[src/rtl/uart_pkg.sv]
// Shared UART constants and FSM state encoding (common with uart_tx).
// The parity state exists only when UART_RX_PARITY_EN is defined.
package uart_pkg;

  localparam int unsigned BITWIDTH_DEF = 8;
  localparam int unsigned SB_TICK_DEF  = 16;
  localparam int unsigned OVERSAMPLE   = 16;
  localparam int unsigned MID_TICK     = 7;
  localparam int unsigned TICK_W       = 4;

  typedef enum logic [2:0] {
    ST_IDLE   = 3'd0,
    ST_START  = 3'd1,
    ST_DATA   = 3'd2,
`ifdef UART_RX_PARITY_EN
    ST_PARITY = 3'd3,
`endif
    ST_STOP   = 3'd4
  } uart_state_e;

endpackage

[src/rtl/uart_rx_if.sv]
// Receiver-side bus: tick/line inputs and the received byte with its flags.
// parity_err is present only when UART_RX_PARITY_EN is defined.
interface uart_rx_if
  import uart_pkg::*;
#(
  parameter int unsigned BITWIDTH = BITWIDTH_DEF
);
  logic                s_tick;
  logic                rx;
  logic [BITWIDTH-1:0] rx_dout;
  logic                rx_done_tick;
  logic                frame_err;
`ifdef UART_RX_PARITY_EN
  logic                parity_err;
`endif

  modport master (
    input  s_tick, rx,
    output rx_dout, rx_done_tick, frame_err
`ifdef UART_RX_PARITY_EN
    , output parity_err
`endif
  );

  modport slave (
    output s_tick, rx,
    input  rx_dout, rx_done_tick, frame_err
`ifdef UART_RX_PARITY_EN
    , input parity_err
`endif
  );
endinterface

[src/rtl/uart_sync.sv]
// Two-flop synchronizer for asynchronous inputs; resets to 1 (idle-high lines).
module uart_sync (
  input  logic clk,
  input  logic reset_n,
  input  logic d,
  output logic q
);
  logic meta;

  always_ff @(posedge clk or negedge reset_n) begin
    if (!reset_n) begin
      meta <= 1'b1;
      q    <= 1'b1;
    end else begin
      meta <= d;
      q    <= meta;
    end
  end
endmodule

[src/rtl/uart_rx.sv]
// UART receiver: 16x oversampled, LSB-first, 1 start / BITWIDTH data / 1 stop.
// Optional even parity check when UART_RX_PARITY_EN is defined.
module uart_rx
  import uart_pkg::*;
#(
  parameter int unsigned BITWIDTH = BITWIDTH_DEF,
  parameter int unsigned SB_TICK  = SB_TICK_DEF
) (
  input  logic      clk,
  input  logic      reset_n,
  uart_rx_if.master bus
);
  localparam int unsigned NW = (BITWIDTH > 1) ? $clog2(BITWIDTH) : 1;
  localparam logic [TICK_W-1:0] MID_S  = TICK_W'(MID_TICK);
  localparam logic [TICK_W-1:0] LAST_S = TICK_W'(OVERSAMPLE - 1);
  localparam logic [TICK_W-1:0] STOP_S = TICK_W'(SB_TICK - 1);
  localparam logic [NW-1:0]     LAST_N = NW'(BITWIDTH - 1);

  logic                rx_s, rx_q, fall_c;
  uart_state_e         state, state_nxt;
  logic [TICK_W-1:0]   s, s_nxt;
  logic [NW-1:0]       n, n_nxt;
  logic [BITWIDTH-1:0] b, b_nxt;
  logic [BITWIDTH-1:0] dout_nxt;
  logic                done_nxt, ferr_nxt;
`ifdef UART_RX_PARITY_EN
  logic                p_bad, p_bad_nxt, perr_nxt;
`endif

  uart_sync u_sync (.clk(clk), .reset_n(reset_n), .d(bus.rx), .q(rx_s));

  // Only a high-to-low transition starts a frame; a held-low line does not.
  assign fall_c = rx_q & ~rx_s;

  // State register
  always_ff @(posedge clk or negedge reset_n) begin
    if (!reset_n) begin
      state <= ST_IDLE;
      s     <= '0;
      n     <= '0;
      b     <= '0;
      rx_q  <= 1'b1;
`ifdef UART_RX_PARITY_EN
      p_bad <= 1'b0;
`endif
    end else begin
      state <= state_nxt;
      s     <= s_nxt;
      n     <= n_nxt;
      b     <= b_nxt;
      rx_q  <= rx_s;
`ifdef UART_RX_PARITY_EN
      p_bad <= p_bad_nxt;
`endif
    end
  end

  // Next-state logic
  always_comb begin
    state_nxt = state;
    s_nxt     = s;
    n_nxt     = n;
    b_nxt     = b;
`ifdef UART_RX_PARITY_EN
    p_bad_nxt = p_bad;
`endif
    case (state)
      ST_IDLE: begin
        if (fall_c) begin
          state_nxt = ST_START;
          s_nxt     = '0;
        end
      end
      ST_START: begin
        if (bus.s_tick) begin
          if (s == MID_S) begin
            if (!rx_s) begin
              state_nxt = ST_DATA;
              s_nxt     = '0;
              n_nxt     = '0;
            end else begin
              state_nxt = ST_IDLE;
            end
          end else begin
            s_nxt = s + 1'b1;
          end
        end
      end
      ST_DATA: begin
        if (bus.s_tick) begin
          if (s == LAST_S) begin
            s_nxt = '0;
            b_nxt = {rx_s, b[BITWIDTH-1:1]};
            if (n == LAST_N) begin
`ifdef UART_RX_PARITY_EN
              state_nxt = ST_PARITY;
`else
              state_nxt = ST_STOP;
`endif
            end else begin
              n_nxt = n + 1'b1;
            end
          end else begin
            s_nxt = s + 1'b1;
          end
        end
      end
`ifdef UART_RX_PARITY_EN
      ST_PARITY: begin
        if (bus.s_tick) begin
          if (s == LAST_S) begin
            p_bad_nxt = (^b) ^ rx_s;
            s_nxt     = '0;
            state_nxt = ST_STOP;
          end else begin
            s_nxt = s + 1'b1;
          end
        end
      end
`endif
      ST_STOP: begin
        if (bus.s_tick) begin
          if (s == STOP_S) begin
            state_nxt = ST_IDLE;
          end else begin
            s_nxt = s + 1'b1;
          end
        end
      end
      default: state_nxt = ST_IDLE;
    endcase
  end

  // Output logic: all results update together mid stop bit
  always_comb begin
    done_nxt = 1'b0;
    dout_nxt = bus.rx_dout;
    ferr_nxt = bus.frame_err;
`ifdef UART_RX_PARITY_EN
    perr_nxt = bus.parity_err;
`endif
    if (state == ST_STOP && bus.s_tick && s == STOP_S) begin
      done_nxt = 1'b1;
      dout_nxt = b;
      ferr_nxt = ~rx_s;
`ifdef UART_RX_PARITY_EN
      perr_nxt = p_bad;
`endif
    end
  end

  always_ff @(posedge clk or negedge reset_n) begin
    if (!reset_n) begin
      bus.rx_dout      <= '0;
      bus.rx_done_tick <= 1'b0;
      bus.frame_err    <= 1'b0;
`ifdef UART_RX_PARITY_EN
      bus.parity_err   <= 1'b0;
`endif
    end else begin
      bus.rx_dout      <= dout_nxt;
      bus.rx_done_tick <= done_nxt;
      bus.frame_err    <= ferr_nxt;
`ifdef UART_RX_PARITY_EN
      bus.parity_err   <= perr_nxt;
`endif
    end
  end
endmodule

[src/flat_wrapper.sv]
// flat-port wrapper written by rule: the top's interface ports become plain ports
module uart_rx_flat import uart_pkg::*;
#(
  parameter int unsigned BITWIDTH = BITWIDTH_DEF,
  parameter int unsigned SB_TICK  = SB_TICK_DEF
)
  (clk, reset_n, bus_s_tick, bus_rx, bus_rx_dout, bus_rx_done_tick, bus_frame_err);
  uart_rx_if #(.BITWIDTH(BITWIDTH)) bus_i ();
  input  logic clk;
  input  logic reset_n;
  input wire logic [$bits(bus_i.s_tick)-1:0] bus_s_tick;
  input wire logic [$bits(bus_i.rx)-1:0] bus_rx;
  output wire logic [$bits(bus_i.rx_dout)-1:0] bus_rx_dout;
  output wire logic [$bits(bus_i.rx_done_tick)-1:0] bus_rx_done_tick;
  output wire logic [$bits(bus_i.frame_err)-1:0] bus_frame_err;
  assign bus_i.s_tick = bus_s_tick;
  assign bus_i.rx = bus_rx;
  assign bus_rx_dout = bus_i.rx_dout;
  assign bus_rx_done_tick = bus_i.rx_done_tick;
  assign bus_frame_err = bus_i.frame_err;
  uart_rx #(.BITWIDTH(BITWIDTH), .SB_TICK(SB_TICK)) u_core (.clk(clk), .reset_n(reset_n), .bus(bus_i));
endmodule
[config.mk]
export PLATFORM = sky130hd
export DESIGN_NAME = uart_rx_flat
export DESIGN_NICKNAME = d
export VERILOG_FILES = /design/src/rtl/uart_pkg.sv /design/src/rtl/uart_rx_if.sv /design/src/rtl/uart_sync.sv /design/src/rtl/uart_rx.sv /design/src/flat_wrapper.sv
export SDC_FILE = /design/constraint.sdc
export NUM_CORES = 1
export LEC_CHECK = 0
export CAP_MARGIN = 20
export CELL_PAD_IN_SITES_DETAIL_PLACEMENT = 0
export CELL_PAD_IN_SITES_GLOBAL_PLACEMENT = 1
export CORE_MARGIN = 3
export CORE_UTILIZATION = 48
export CTS_CLUSTER_DIAMETER = 150
export DETAILED_ROUTE_END_ITERATION = 7
export PLACE_DENSITY_LB_ADDON = 0.1
export SYNTH_ARGS = -nofsm -noshare
export SYNTH_HDL_FRONTEND = slang
export SYNTH_SLANG_ARGS = --single-unit
[constraint.sdc]
create_clock -name clk -period 3.88 [get_ports clk]
set_input_delay 0.776 -clock clk [delete_from_list [all_inputs] [get_ports clk]]
set_output_delay 0.776 -clock clk [all_outputs]
set_load 0.01 [all_outputs]
==> results of run 1 <==
[cell usage in the layout, fill, tap and decap left out, drive strengths merged, types with 3 or more instances in the layout]
cell and instances:
dfrtp 28, mux2 20, clkdlybuf4s50 13, nand3 7, nor2 7, clkbuf 6
nand2 5, inv 5, o21ai 5, nor3 4, a21oi 3, ha 3
dfstp 3
[per-stage QoR]
stage / util / hold WS, ps
after global placement: 0.565 / 347
after detailed placement: 0.565 / 349
after global routing: 0.590 / 369
final: 0.590 / 360
after CTS: 0.590 / 362
after floorplan: - / 345
[Yosys cell counts, types with 2 or more instances]
| master | instances | area share |
|---|---|---|
| o21ai_0 | 5 | 0.017 |
| nand2_1 | 5 | 0.013 |
| nand2b_1 | 2 | 0.0087 |
| nor2_2 | 2 | 0.0087 |
| buf_6 | 2 | 0.016 |
| dfstp_2 | 3 | 0.055 |
| inv_1 | 5 | 0.013 |
| dfrtp_1 | 28 | 0.49 |
| nand3_1 | 6 | 0.021 |
| mux2_2 | 20 | 0.16 |
| ha_1 | 3 | 0.026 |
| nor2_1 | 5 | 0.013 |
| nor3_1 | 3 | 0.010 |
| a21oi_1 | 3 | 0.010 |
| o22ai_1 | 2 | 0.0087 |
| and3_1 | 2 | 0.0087 |
[per-layer routing]
layer,vias up,global-route usage,share of wire
li1,454,-,-
met1,482,0.212,0.47
met2,21,0.227,0.46
met3,7,0.0574,0.049
met4,0,0.0743,0.022
met5,-,0,0
[cells by family (layout without fill, tap and decap cells)]
logic type,Yosys count,count (layout),share of synthesized area
and+or+nand+nor,33,33,0.141
DFF,31,31,0.541
muxes,21,21,0.163
AOI/OAI and AO/OA,18,18,0.0930
buffers and inverters,9,26,0.0356
adders and majority gates,3,3,0.0261
[power by group]
group	switching [W]	total [W]	internal [W]
sequential	0.0000778	0.000446	0.000368
combinational	0.000147	0.000286	0.000140
clock	0.000107	0.000240	0.000133
[final cells by class]
class                   instances  share of cell area
flip-flops and latches         31               0.471
multi-input cells              75               0.368
repair buffers                 14              0.0831
clock buffers                   6              0.0249
well taps                      31              0.0234
clock inverters                 1              0.0181
inverters                       5              0.0113
[sequential cells by signal (all words and copies together), names as in the netlist]
name and flops:
u_core.rx_q 1, u_core.state 3, u_core.bus.rx_dout 8, u_core.s 4, u_core.u_sync.meta 1, u_core.u_sync.q 1, u_core.bus.rx_done_tick 1, u_core.n 3
u_core.b 8, u_core.bus.frame_err 1
[path summary, 6_finish.rpt]
check	slack, ps	cells past startpoint	end
max	1800	4	u_core.bus.rx_dout[7]
min in group asynchronous	820	2	u_core.n[2]
min reg2reg	360	0	u_core.u_sync.q
min	360	0	u_core.u_sync.q
max reg2reg	1880	5	u_core.bus.rx_dout[7]
max in group asynchronous	2730	2	u_core.u_sync.meta
==> flow_summary_export.csv, run 1 <==
group,metric,value,unit
worst_setup_path,criticalPathCategory,"input pin to register",
worst_setup_path,r2r-start,"u_core.s[0]",
final_layout,fill_cells,240,
yosys,async_flop_share,1.00,
drt,drtIter0Drc,17,
drt,ant_nets,0,
yosys,synth-seq-cells,31,
timing,fin_skew,15.1,ps
timing,fmax,482,MHz
global_route,grt_pass1_wl,4.15,mm
clocking,postCtsSetupRepairBufs,0,
drt,wire_per_inst,14.7,um
floorplanning,fp-row-count,19,
floorplanning,start_util,0.513,
worst_setup_path,critPathCaptureType,"register",
hold_path,hp-class,"register to register",
drt,drt_first_pass_iters,4,
final_layout,layout-drive-gt1-share,0.295,
placement,postPlaceCellArea,1580,um2
timing,hold_viol,0,
global_route,grt_antenna_before_repair,0,
timing,finalSetupViolations,0,
worst_setup_path,worstPathArrival,2280,ps
clocking,cts.sinks,31,
floorplanning,die_x,60.8,um
floorplanning,ios,14,
final_layout,design_area,1660,um2
drt,routed_wl,2.40,mm
final_layout,multiInputGateArea,609,um2
pwr,power.leakage,0.753,nW
drt,avgViaCountPerCell,5.91,
floorplanning,core_area,2810,um2
drt,route.detailed.drc,0,
worst_setup_path,worstSetupStartpointType,"input pin",
pwr,powerDensity,587,nW/um2
worst_setup_path,crit_start,"bus_s_tick",
flow_run,maxCapViolCount,0,
timing,timing.final.crit_period,2080,ps
worst_setup_path,critPathRequiredTime,4090,ps
global_route,grt_pass1_vias,869,
worst_setup_path,critPathTopFamily,"simple AND/OR/NAND/NOR gates",
clocking,clock_latency,330,ps
placement,dp.cells,156,
final_layout,nNetsFinal,139,
clocking,cts_root_buf,"clkbuf_4",
timing,fin_crit_sh,0.535,
placement,gp_congestion,0.879,
global_route,grt_max_degree,32,
clocking,cts_max_path_buffers,2,
clocking,cts_tree,"done",
clocking,clkTransAtPathRegs,80,ps
yosys,synth_area_per_cell,12.5,um2
clocking,htreeDepth,2,
pwr,irDropWorstVdd,0.399,mV
pwr,power,0.000972,W
placement,dp_slack,1430,ps
global_route,grtUsageTotal,0.158,
timing,worst_pin_slew,573,ps
global_route,overflow,0,
placement,dp_hpwl,1.66,mm
timing,timing.final.max_slew_violations,0,
clocking,cts_hold_buf,0,
yosys,syn-num-nets,122,
timing,slew_headroom,0.618,
hold_path,hp-start,"u_core.u_sync.meta",
worst_setup_path,crit_chain,"clkdlybuf4s50_1 > nand2_1 > nor2_2 > mux2_2",
clocking,numCtsBuffers,5,
drt,routed-via-count,964,
worst_setup_path,max_stage_delay,530,ps
yosys,syn_area,1440,um2
yosys,syn_inst,115,
run_status,run_status,"completed",
timing,setup_tns,0,ps
worst_setup_path,crit_fanout,10,
worst_setup_path,crit_buf_inv,1,
yosys,yosys_warnings,0,
yosys,synth_edf_count,0,
final_layout,final_cells,163,
worst_setup_path,crit_slowest_cell,"clkdlybuf4s50_1",
floorplanning,die_y,60.8,um
yosys,ys_types,35,
timing,fin_ws,1800,ps
yosys,ys.flop_type,"dfrtp_1",
timing,rsz0062_at_grt,"false",
yosys,ys_seq_area_frac,0.541,
final_layout,seqCellArea,779,um2
final_layout,antenna_cells,0,
placement,numPortBuffers,13,
floorplanning,die-area,3690,um2
final_layout,area_delta_synth_final,14.9,%
clocking,cts_resized,0,
Note: power is estimated with default switching activity, not from simulation.
==> run 2: changes to the inputs <==
--- a/config.mk
+++ b/config.mk
@@ -9,7 +9,7 @@
 export CELL_PAD_IN_SITES_DETAIL_PLACEMENT = 0
 export CELL_PAD_IN_SITES_GLOBAL_PLACEMENT = 1
 export CORE_MARGIN = 3
-export CORE_UTILIZATION = 48
+export CORE_UTILIZATION = 45
 export CTS_CLUSTER_DIAMETER = 150
 export DETAILED_ROUTE_END_ITERATION = 7
 export PLACE_DENSITY_LB_ADDON = 0.1
==> constraint.sdc (replaced) <==
create_clock -name clk -period 2 [get_ports clk]
set_input_delay 0.4 -clock clk [delete_from_list [all_inputs] [get_ports clk]]
set_output_delay 0.4 -clock clk [all_outputs]
set_load 0.01 [all_outputs]
==> run 2 against run 1 <==
Final area up 4.6%. Global-route usage decreased by 1.3 points. Sequential cell count stayed put. Cell count is 11% higher. Clock power grew 70%. Sequential power rose by 95%. Clock-buffer cell count is 2 higher. Critical path type is now register to register.
==> flow_summary_export.csv, run 2 (same netlist as run 1, synthesis figures left out) <==
group,metric,value,unit
floorplanning,fp-row-count,19,
clocking,cts.sinks,31,
clocking,clkTransAtPathRegs,90,ps
final_layout,antenna_cells,0,
clocking,numCtsBuffers,5,
placement,gp_congestion,0.875,
timing,fmax,536,MHz
drt,drtIter0Drc,27,
clocking,postCtsSetupRepairBufs,0,
drt,avgViaCountPerCell,5.26,
global_route,grtUsageTotal,0.145,
final_layout,final_util,0.597,
timing,finalSetupViolations,0,
placement,numPortBuffers,13,
final_layout,reg.largest.list,"u_core.b (8), u_core.bus.rx_dout (8), u_core.s (4)",
clocking,cts_resized,0,
drt,ant_nets,0,
worst_setup_path,crit_chain,"ha_1 > a311oi_2 > a211o_2 > nand3_2 > or4_1 > o211ai_2",
drt,route.detailed.drc,0,
clocking,cts_tree,"done",
worst_setup_path,critPathCaptureType,"register",
timing,worst_pin_slew,447,ps
flow_run,maxCapViolCount,0,
drt,routed_wl,2.46,mm
worst_setup_path,worstPathArrival,2110,ps
drt,wire_per_inst,13.6,um
floorplanning,die_x,62.6,um
placement,dp_hpwl,1.68,mm
timing,holdWs,362,ps
global_route,grt_antenna_before_repair,0,
pwr,power.leakage,0.789,nW
worst_setup_path,crit_slowest_cell,"or4_1",
global_route,overflow,0,
final_layout,layout_commonest_cell,"dfrtp_1",
timing,fin_crit_sh,0.933,
floorplanning,start_util,0.497,
floorplanning,ios,14,
drt,drt_first_pass_iters,4,
worst_setup_path,critPathRequiredTime,2250,ps
worst_setup_path,crit_buf_inv,0,
timing,timing.final.crit_period,1870,ps
global_route,grt_pass1_wl,4.37,mm
worst_setup_path,max_stage_delay,530,ps
timing,setup_tns,0,ps
floorplanning,die_y,62.6,um
clocking,cts_hold_buf,0,
global_route,grt_pass1_vias,920,
timing,slew_headroom,0.702,
global_route,grt_max_degree,32,
clocking,clock_latency,320,ps
floorplanning,core_area,2900,um2
timing,fin_skew,4.73,ps
worst_setup_path,crit_fanout,3,
timing,hold_viol,0,
pwr,irDropWorstVdd,0.618,mV
clocking,cts_root_buf,"clkbuf_4",
final_layout,final_cell_mix,"28 x dfrtp_1, 20 x mux2_2, 13 x clkdlybuf4s50_1",
clocking,cts_max_path_buffers,2,
final_layout,area_delta_synth_final,20.2,%
final_layout,design_area,1730,um2
pwr,powerDensity,1090,nW/um2
clocking,htreeDepth,2,
hold_path,hp-class,"register to register",
drt,routed-via-count,952,
worst_setup_path,criticalPathCategory,"register to register",
worst_setup_path,worstSetupStartpointType,"register",
final_layout,nNetsFinal,145,
floorplanning,die-area,3920,um2
timing,rsz0062_at_grt,"false",
final_layout,layout-drive-gt1-share,0.338,
placement,postPlaceCellArea,1660,um2
timing,timing.final.max_slew_violations,0,
worst_setup_path,critPathTopFamily,"simple AND/OR/NAND/NOR gates",
run_status,run_status,"completed",
run 2: changes by cell type in the layout (fill, tap and decap cells not counted), sizes merged:
cell,previous run,this run
clkbuf,6,8
buf,1,7
bufinv,1,0
run 2: path summary, 6_finish.rpt:
kind / depth (start not counted) / slack, ps / to / startpoint
worst max register to register: 6 / 130 / u_core.s[3] / u_core.s[0]
min in group asynchronous: 2 / 460 / u_core.n[2] / reset_n
worst min register to register: 0 / 360 / u_core.u_sync.q / u_core.u_sync.meta
max in group asynchronous: 2 / 1220 / u_core.rx_q / reset_n
worst min-delay path: 0 / 360 / u_core.u_sync.q / u_core.u_sync.meta
worst max-delay path: 6 / 130 / u_core.s[3] / u_core.s[0]
run 2: through the flow:
stage / instances / setup slack, ps / total power, W
6_report: 181 / 135 / 0.00190
5_1_grt: 181 / 28.3 / 0.00203
4_1_cts: 181 / 127 / 0.00190
3_5_place_dp: 173 / 4.90 / 0.00148
3_3_place_gp: 173 / 48.7 / 0.00147
2_1_floorplan: 115 / 132 / 0.00135
run 2: metal layers:
layer  global-route usage  wire, um
met1                0.200      1210
met2                0.204      1110
met3               0.0432        91
met4               0.0744        50
met5                    0         0
run 2: final cells by class:
| class | count | area [um2] |
|---|---|---|
| Inverter | 5 | 18.8 |
| Tap cell | 42 | 52.6 |
| Fill cell | 242 | 1170 |
| Multi-Input combinational cell | 75 | 617 |
| Clock buffer | 8 | 68.8 |
| Timing Repair Buffer | 20 | 195 |
| Sequential cell | 31 | 779 |
run 2: worst reg2reg max path, cell delays in order, from the launching register on:
cell      delay, ps
dfrtp_1         400
ha_1            220
a311oi_2        300
a211o_2         180
nand3_2          80
or4_1           530
o211ai_2         80
run 2: power by group:
part           internal (W)  switching, W  total [W]
logic              0.000315      0.000305   0.000620
registers          0.000714      0.000154   0.000868
clock network      0.000207      0.000200   0.000407
total               0.00124      0.000659    0.00190
